==> src/rtl/phj_phase_ctrl.sv <==
// phj_phase_ctrl: phase sequencer for a partitioned hash join.
// Walks IDLE -> BUILD -> DRAIN_B -> PROBE -> DRAIN_P -> DONE.
// It gates host beats into the stream converter and meters probe beats
// with serial-number credits.
// Optional macro PHJ_PHASE_STATS_EN adds the probe_tuples statistics output.
module phj_phase_ctrl #(
  parameter int MAX_IN_TRANSIT = 4,
  parameter int CW             = $clog2(MAX_IN_TRANSIT + 1)
) (
  input  logic          clk,
  input  logic          reset,
  input  logic          start,
  input  logic [7:0]    in_valid,
  input  logic          in_last_BUILD,
  input  logic          in_last_PROBE,
  output logic          in_ready,
  output logic [7:0]    dp_valid,
  input  logic          dp_ready,
  output logic          dp_is_probe,
  input  logic [7:0]    build_done,
  input  logic          release_next,
  input  logic          probe_done,
  output logic [2:0]    phase,
  output logic [CW-1:0] credits,
  output logic          done,
  output logic          err
`ifdef PHJ_PHASE_STATS_EN
  ,
  output logic [31:0]   probe_tuples
`endif
);

  typedef enum logic [2:0] {
    IDLE    = 3'd0,
    BUILD   = 3'd1,
    DRAIN_B = 3'd2,
    PROBE   = 3'd3,
    DRAIN_P = 3'd4,
    DONE    = 3'd5
  } phaseState_e;

  localparam logic [CW-1:0] CreditMax = CW'(MAX_IN_TRANSIT);

  phaseState_e   state_q;
  logic [CW-1:0] credits_q, credits_d;
  logic [7:0]    buildMask_q, buildMask_d;
  logic          done_q;
  logic          err_q, err_d;
  logic          gateOpen;
  logic          accept;
  logic          probeAccept;
  logic          creditOverflow;

  // Lane gate is open in BUILD, or in PROBE while a credit is free.
  // in_ready further needs the converter to be ready.
  always_comb begin
    gateOpen    = (state_q == BUILD) || ((state_q == PROBE) && (credits_q != '0));
    in_ready    = gateOpen && dp_ready;
    dp_valid    = gateOpen ? in_valid : 8'h00;
    accept      = in_ready && (in_valid != 8'h00);
    probeAccept = accept && (state_q == PROBE);
  end

  // Credit bookkeeping: a probe beat takes a credit and a retired serial
  // number returns one. When both happen in one cycle they cancel. A return
  // at full credit saturates and counts as a protocol error.
  always_comb begin
    credits_d      = credits_q;
    creditOverflow = 1'b0;
    if (probeAccept && !release_next) begin
      credits_d = credits_q - 1'b1;
    end else if (release_next && !probeAccept) begin
      if (credits_q == CreditMax) begin
        creditOverflow = 1'b1;
      end else begin
        credits_d = credits_q + 1'b1;
      end
    end
  end

  // Sticky build-completion mask and sticky error.
  // Each hash table may report its last_processed at any time.
  always_comb begin
    buildMask_d = buildMask_q | build_done;
    if (state_q == IDLE && start) begin
      buildMask_d = 8'h00;
    end
    err_d = err_q || creditOverflow
          || (accept && (state_q == BUILD) && in_last_PROBE)
          || (accept && (state_q == PROBE) && in_last_BUILD);
  end

  // Phase state machine with registered done pulse, credits, mask and error.
  always_ff @(posedge clk) begin
    if (reset) begin
      state_q     <= IDLE;
      credits_q   <= CreditMax;
      buildMask_q <= 8'h00;
      done_q      <= 1'b0;
      err_q       <= 1'b0;
    end else begin
      credits_q   <= credits_d;
      buildMask_q <= buildMask_d;
      err_q       <= err_d;
      done_q      <= 1'b0;
      case (state_q)
        IDLE:    if (start) state_q <= BUILD;
        BUILD:   if (accept && in_last_BUILD) state_q <= DRAIN_B;
        DRAIN_B: if (buildMask_q == 8'hFF) state_q <= PROBE;
        PROBE:   if (accept && in_last_PROBE) state_q <= DRAIN_P;
        DRAIN_P: begin
          if (probe_done && (credits_q == CreditMax)) begin
            state_q <= DONE;
            done_q  <= 1'b1;
          end
        end
        DONE:    state_q <= IDLE;
        default: state_q <= IDLE;
      endcase
    end
  end

  assign phase       = state_q;
  assign credits     = credits_q;
  assign done        = done_q;
  assign err         = err_q;
  assign dp_is_probe = (state_q == PROBE);

`ifdef PHJ_PHASE_STATS_EN
  logic [3:0]  laneCount;
  logic [31:0] probeTuples_q;

  // Population count of the lanes offered in the current beat.
  always_comb begin
    laneCount = 4'd0;
    for (int i = 0; i < 8; i++) begin
      laneCount = laneCount + {3'b000, in_valid[i]};
    end
  end

  // Running count of probe tuples for this join, wrapping at 32 bits.
  always_ff @(posedge clk) begin
    if (reset) begin
      probeTuples_q <= 32'd0;
    end else if (state_q == IDLE && start) begin
      probeTuples_q <= 32'd0;
    end else if (probeAccept) begin
      probeTuples_q <= probeTuples_q + {28'd0, laneCount};
    end
  end

  assign probe_tuples = probeTuples_q;
`endif

endmodule

==> config.mk <==
export PLATFORM = sky130hd
export DESIGN_NAME = phj_phase_ctrl
export DESIGN_NICKNAME = d
export VERILOG_FILES = /design/src/rtl/phj_phase_ctrl.sv
export SDC_FILE = /design/constraint.sdc
export NUM_CORES = 1
export LEC_CHECK = 0
export ABC_AREA = 1
export CORE_MARGIN = 2
export CORE_UTILIZATION = 43
export DETAILED_ROUTE_END_ITERATION = 10
export PLACE_DENSITY = 0.87
export SYNTH_ARGS = -nofsm -noshare
export SYNTH_HDL_FRONTEND = slang
export SYNTH_SLANG_ARGS = --single-unit
export TNS_END_PERCENT = 30
==> constraint.sdc <==
create_clock -name clk -period 6.32 [get_ports clk]
set_clock_uncertainty 0.05 [all_clocks]
set_input_delay 1.264 -clock clk [delete_from_list [all_inputs] [get_ports clk]]
set_output_delay 1.264 -clock clk [all_outputs]
set_load 0.02 [all_outputs]
* Yosys cells after proc, flatten, opt, wreduce, memory -nomap -nowiden
Cells that the tools add are included.
Word-level totals: output and inout bits 18, input bits 24, flip-flop bits (word level) 16, logic and storage cells 62
Operators by class: bitwise logic cells 2, multiplexer cells 14, reductions and logical operators 27, equal/unequal tests 12, $add $sub $neg 2
Operators with widths (count):
- 3-bit two-way mux | 8
- 3-bit case mux with 5 select lines | 1
- 1-bit logical AND | 13
- 8-bit == test (second input constant) | 1
- 8-bit two-way mux | 1
- 2-bit != test (second input constant) | 4
- 8-bit OR | 1
- 8-bit nonzero test | 1
- 3-bit by 2-bit == test with 1-bit output (second input constant) | 2
- 3-bit == test (second input constant) | 2
- 5-bit AND reduction | 1
- 1-bit logical OR | 4
- 1-bit two-way mux | 4
- 2-bit by 1-bit != test with 1-bit output (second input constant) | 2
- 2-bit OR reduction | 2
- 3-bit by 1-bit adder with 3-bit output (second input constant) | 1
- 3-bit by 1-bit == test with 1-bit output (second input constant) | 1
- 3-bit logical NOT | 1
- 3-bit nonzero test | 1
- 3-bit by 1-bit subtractor with 3-bit output (second input constant) | 1
- 1-bit logical NOT | 2
- 2-bit AND reduction | 1
- 2-bit nonzero test | 1
- 1-bit inverter | 1

* Logic depth before layout (Yosys ltp)
Gate-level depths: netlist (run 1).
depth after elaboration 13, gate-level depth with buffers 15, depth with buffers taken out 15

* Worst setup path before layout (run 1)
No wires, ideal clock.
path type in2reg, start point in in_valid[2], end point reg credits_q[2], in the netlist credits[2], slack 3.368 ns, required time 6.147 ns, library setup time 0.123 ns, data arrival time 2.779 ns, stages on the path 14, path buffers 0, path through nor2_1 -> nand2_1 -> nor2_1 -> nor2_4 -> nand2_2 -> inv_2 -> ha_1 -> xor2_1 -> ha_1 -> a21oi_1 -> xor2_1 -> nor2_1 -> a21oi_1 -> o21ai_0
Between the ends: cells in the longest elaborated chain, start to end 7, elaborated cells on any way between the ends 10, those cells by class 1 x eq/ne; 1 x mux; 8 x reduce/logical
RTL lines:
- start, declared | line 13 | input logic [7:0] in_valid,
- 8-bit nonzero test * | line 60 | accept = in_ready && (in_valid != 8'h00);
- 1-bit logical AND * | line 60
- 1-bit logical AND * | line 61 | probeAccept = accept && (state_q == PROBE);
- 1-bit logical NOT | line 72 | end else if (release_next && !probeAccept) begin
- 1-bit logical AND | line 72
- 2-bit nonzero test (no source line)
- 2-bit AND reduction (no source line)
- end signal, assigned | line 97 | credits_q <= CreditMax;
- end signal, assigned | line 102 | credits_q <= credits_d;
- end, declared | line 45 | logic [CW-1:0] credits_q, credits_d;
Every way passes the cells marked *; elsewhere a longest branch is shown, timed or not. A chain may end at the register's enable or synchronous reset.

* Worst setup path after layout (run 1)
start point in dp_ready, end point out in_ready
Between the ends: cells in the longest elaborated chain, start to end 1
RTL lines:
- start, declared | line 18 | input logic dp_ready,
- 1-bit logical AND | line 58 | in_ready = gateOpen && dp_ready;
- end, declared | line 16 | output logic in_ready,
Every way passes these cells.

==> results.cfg, run 1 <==
[cells_and_area]
fin_util_pct = 70.5
final_area_um2 = 1400
synthToLayoutAreaGrowth_pct = 52.4
layout-drive-gt1-share_pct = 10.7
stdcell_count = 214
finish.net_count = 216
n_antenna_cell = 0

[yosys]
netlist_instances = 142
ys_ff_latch = 16
synth_nets = 170
ys_seq_area_share_pct = 34.9
synth_cell_types = 20
post-synth-top-count-cell = nor2_1
yosysWarnings = 0
yosysTopAreaCell = dfxtp_1
synth-edff-count = 0
synth_top_cells_by_count = 41 x nor2_1, 27 x nand2_1, 21 x inv_1
yosysTopAreaCellShare_pct = 34.9
syn_area_um2 = 917
synthTopCellsByArea = dfxtp_1 35%, nor2_1 17%, nand2_1 11%
synth_ff_type = dfxtp_1
ys_async_sr_fraction_pct = 0
avgSynthCellArea_um2 = 6.46

[setup_path]
crit_path_end = in_ready
crit_path_max_incr_delay_ns = 0.60
cp.depth = 4
critPathLaunch = dp_ready
reg2reg_to = credits[2]$_SDFFE_PP1P_
worst-path-buf-inv = 3
path_class = in2out
cp-start-kind = input pin
cpMostUsedCell = clkdlybuf4s50_1
r2r_start = phase[1]$_SDFFE_PP0P_
crit_arrival_ns = 2.52
crit_family = buffers and inverters
r2r_cells = 15
path_max_fanout = 2
cpMaxStageDelayCell = clkdlybuf4s50_1
cp_data_required_time_ns = 5.01
rrSetupSlack_ns = 4.03
endpoint_kind = output pin
crit_chain = clkdlybuf4s50_1, nand3_2, inv_1, clkdlybuf4s50_1

[cts]
path_clk_slew_ns = 0.09
hold_buffers = 0
cts_sinks = 16
cts_tree = built
cts_resized = 0
clock_latency_ns = 0.28
cts.root.buffer_cell = clkbuf_4
h-tree-depth = 1
cts_buffers = 3
post-cts-setup-buffers = 0
clk_path_buf_depth = 2

[place]
pre_cts_ws_ns = 2.48
placed_cells = 210
port-buffer-count = 41
place_congestion = 0.786
placed_cell_area_um2 = 1360
dp_hpwl_um = 1760

[timing]
drv_slew = 0
max_freq_ghz = 0.261
final_hold_viol_count = 0
finalSetupTns_ns = 0
worst_pin_slew_ns = 0.494
max-slew-margin-rel_pct = 66.8
rsz0062_at_grt = no
setup_viol = 0
fin_crit_ns = 3.83
fin_crit_sh_pct = 60.7
fin_ws_ns = 2.49

[pwr]
ir_drop_mv = 0.173
power.density_nw_per_um2 = 315
p_leak_nw = 0.672

[global_route]
grt_start_max_net_pins = 10
grt_pass1_wl_um = 3470
antenna_found_initial = 0
grt_overflow = 0
grt_pass1_vias = 947
grtUsageTotal_pct = 18.1

[drt]
route.vias.total = 984
routedWlPerCell_um = 9.95
viasPerCell = 4.60
dr.pass1.iters = 4
drc_errors = 0
drt_iter0_drc = 9
antenna_left = 0
drt_wl_total_um = 2130

[run]
maxCapViolations = 0

[floorplan]
initial_utilization_pct = 46.3
dieArea_um2 = 2520
core_area_um2 = 1980
chipWidth_um = 50.2
rows = 16
die_h_um = 50.2
io_pins = 42

[min_path]
min_path_type = reg2reg
whs_path_depth = 2

[run_status]
outcome = completed
==> cells in the final DEF, fill, tap and decap left out, types with 2 or more instances in the layout <==
| master | Yosys | routed |
|---|---|---|
| nor2_1 | 41 | 41 |
| clkdlybuf4s50_1 | 0 | 41 |
| nand2_1 | 27 | 27 |
| inv_1 | 21 | 21 |
| dfxtp_1 | 16 | 16 |
| inv_2 | 5 | 5 |
| a21oi_1 | 4 | 4 |
| ha_1 | 4 | 4 |
| nor2_4 | 3 | 3 |
| nand2_2 | 3 | 3 |
| nor3_1 | 3 | 3 |
| o21ai_0 | 3 | 3 |
| clkbuf_4 | 0 | 3 |
| xor2_1 | 2 | 2 |
| nand3_2 | 2 | 2 |
| nand3_1 | 2 | 2 |
==> area by class of cell <==
class | count | area [µm²]
Fill cell | 168 | 584
Multi-Input combinational cell | 100 | 499
Timing Repair Buffer | 41 | 410
Sequential cell | 16 | 320
Inverter | 26 | 97.6
Clock buffer | 4 | 36.3
Tap cell | 27 | 33.8
==> registers in the layout, summed over array words and instances, names as in the netlist <==
register / count
credits: 3
phase: 3
buildMask_q: 8
done: 1
err: 1
==> worst min path at each step <==
stage	from	to
final	buildMask_q[0]$_SDFF_PP0_	buildMask_q[0]$_SDFF_PP0_
after global routing	buildMask_q[6]$_SDFF_PP0_	buildMask_q[6]$_SDFF_PP0_
after CTS	buildMask_q[6]$_SDFF_PP0_	buildMask_q[6]$_SDFF_PP0_
after detailed placement	buildMask_q[6]$_SDFF_PP0_	buildMask_q[6]$_SDFF_PP0_
after global placement	buildMask_q[4]$_SDFF_PP0_	buildMask_q[4]$_SDFF_PP0_
after floorplan	buildMask_q[1]$_SDFF_PP0_	buildMask_q[1]$_SDFF_PP0_
==> stage by stage <==
step           hold WS [ns]  power, mW
2_1_floorplan         0.398      0.290
6_report              0.433      0.441
5_1_grt               0.460      0.474
3_5_place_dp          0.417      0.378
4_1_cts               0.435      0.444
3_3_place_gp          0.410      0.372
==> layer usage <==
layer | up-vias | routed length (µm) | track usage [%]
li1 | 516 | - | -
met1 | 426 | 928 | 18.2
met2 | 40 | 1050 | 34.0
met3 | 2 | 121 | 2.98
met4 | 0 | 27 | 11.6
met5 | - | 0 | 0
==> power by group <==
part | total (mW) | internal [mW] | switching (mW)
logic | 0.233 | 0.103 | 0.130
registers | 0.142 | 0.122 | 0.0204
clock network | 0.0651 | 0.0350 | 0.0300
==> logic make-up (layout without fill, tap and decap cells) <==
logic type	Yosys count	in the layout	synth area share, %
buffers and inverters	26	71	10.6
xor gates and xnor gates	2	2	1.91
DFF	16	16	34.9
and+or+nand+nor	83	83	40.2
AOI/OAI and AO/OA	11	11	6.82
adders and majority gates	4	4	5.46
==> worst min-delay path, stage by stage, from the launching register on <==
cell and delay [ns]:
dfxtp_1 0.32, nor2_1 0.08, nor2_1 0.05
No activity file was read; power rests on OpenSTA's default activity.
==> run 2: changes to the inputs <==
--- a/config.mk
+++ b/config.mk
@@ -7,9 +7,9 @@
 export LEC_CHECK = 0
 export ABC_AREA = 1
 export CORE_MARGIN = 2
-export CORE_UTILIZATION = 43
+export CORE_UTILIZATION = 40
 export DETAILED_ROUTE_END_ITERATION = 10
-export PLACE_DENSITY = 0.87
+export PLACE_DENSITY = 0.82
 export SYNTH_ARGS = -nofsm -noshare
 export SYNTH_HDL_FRONTEND = slang
 export SYNTH_SLANG_ARGS = --single-unit
==> constraint.sdc (replaced) <==
create_clock -name clk -period 3.83 [get_ports clk]
set_clock_uncertainty 0.05 [all_clocks]
set_input_delay 0.766 -clock clk [delete_from_list [all_inputs] [get_ports clk]]
set_output_delay 0.766 -clock clk [all_outputs]
set_load 0.02 [all_outputs]
==> run 2 against run 1 <==
Net effect:
- combinational power rose by 65%
- worst setup slack got worse by 1.5 ns
- clock power rose by 66%
- via count rose by 0.61%
- register-to-register slack got worse by 2.4 ns
- sequential power rose by 65%
- critical endpoint unchanged
- largest power group unchanged
- largest cell class unchanged
==> results.cfg, run 2 (synthesized netlist as in run 1, its figures left out) <==
[timing]
final_hold_viol_count = 0
fin_crit_sh_pct = 73.8
rsz0062_at_grt = no
finalSetupTns_ns = 0
fin_crit_ns = 2.83
setup_viol = 0
fin_ws_ns = 1.00
whs_ns = 0.433
max-slew-margin-rel_pct = 66.8
max_freq_ghz = 0.354
worst_pin_slew_ns = 0.494
drv_slew = 0

[cells_and_area]
top_register = buildMask_q
regArea_um2 = 320
mostFrequentLayoutCells = 41 x nor2_1, 41 x clkdlybuf4s50_1, 27 x nand2_1
layout-drive-gt1-share_pct = 10.7
largest_reg_flops = 8
fill_cells = 198
fin_util_pct = 63.8
n_antenna_cell = 0
multi_input_area_um2 = 499
synthToLayoutAreaGrowth_pct = 52.5
finish.net_count = 216

[drt]
drc_errors = 0
drt_iter0_drc = 12
viasPerCell = 4.60
route.vias.total = 990
drt_wl_total_um = 2130
dr.pass1.iters = 4
routedWlPerCell_um = 9.88
antenna_left = 0

[cts]
cts.root.buffer_cell = clkbuf_4
clk_path_buf_depth = 2
h-tree-depth = 1
cts_buffers = 3
clock_latency_ns = 0.29
cts_tree = built
post-cts-setup-buffers = 0
path_clk_slew_ns = 0.09
cts_resized = 0
cts_sinks = 16
hold_buffers = 0

[floorplan]
rows = 17
die_h_um = 51.9
chipWidth_um = 51.9
dieArea_um2 = 2690
core_area_um2 = 2190
io_pins = 42
initial_utilization_pct = 41.9

[setup_path]
path_max_fanout = 2
crit_arrival_ns = 2.01
cp-start-kind = input pin
endpoint_kind = output pin
path_class = in2out
cp_data_required_time_ns = 3.01

[global_route]
grtUsageTotal_pct = 17.5
grtUsageMet1_pct = 18.5
grt_overflow = 0
grt_pass1_vias = 940
grt.busiest_layer = met2
use_met2_pct = 32.7
grt_pass1_wl_um = 3600
grt_start_max_net_pins = 10
use_met3_pct = 3.74
antenna_found_initial = 0

[place]
place_congestion = 0.845
dp_hpwl_um = 1760
port-buffer-count = 41
pre_cts_ws_ns = 0.788

[pwr]
ir_drop_mv = 0.292
power.density_nw_per_um2 = 519
power_mw = 0.726
p_leak_nw = 0.672

[min_path]
min_path_type = reg2reg

[run_status]
outcome = completed

[run]
maxCapViolations = 0
==> run 2: cell counts in the layout (fill, tap and decap cells not counted) <==
Identical to the previous run, type by type.
==> run 2: final timing paths <==
kind                                                start                   endpoint  slack [ns]  depth (start not counted)
worst max-delay path                             dp_ready                   in_ready        1.00                          4
worst min-delay path            buildMask_q[3]$_SDFF_PP0_  buildMask_q[3]$_SDFF_PP0_        0.43                          2
worst min register to register  buildMask_q[3]$_SDFF_PP0_  buildMask_q[3]$_SDFF_PP0_        0.43                          2
worst max register to register      phase[1]$_SDFFE_PP0P_    credits[2]$_SDFFE_PP1P_        1.59                         15
==> run 2: power by group <==
part	switching, mW	internal, mW
combinational	0.213	0.171
sequential	0.0327	0.201
clock	0.0500	0.0579
==> run 2: cell type report <==
cell class                      instances  area share, %
Inverter                               26           6.98
Tap cell                               28           2.50
Clock buffer                            4           2.59
Multi-Input combinational cell        100           35.7
Sequential cell                        16           22.9
Timing Repair Buffer                   41           29.3
==> run 2: layer usage <==
metal  vias up  routed length [µm]
li1        517                   -
met1       433                 871
met2        36                1060
met3         4                 157
met4         0                  31
met5         -                   0
==> run 2: metrics by stage <==
step / instances / area (µm²)
final: 215 / 1400
after global routing: 215 / 1400
after CTS: 215 / 1400
after detailed placement: 211 / 1360
after global placement: 211 / 1360
after floorplan: 142 / 917
==> run 2: critical path, stage by stage <==
cell	delay, ns
clkdlybuf4s50_1	0.47
nand3_2	0.10
inv_1	0.07
clkdlybuf4s50_1	0.60
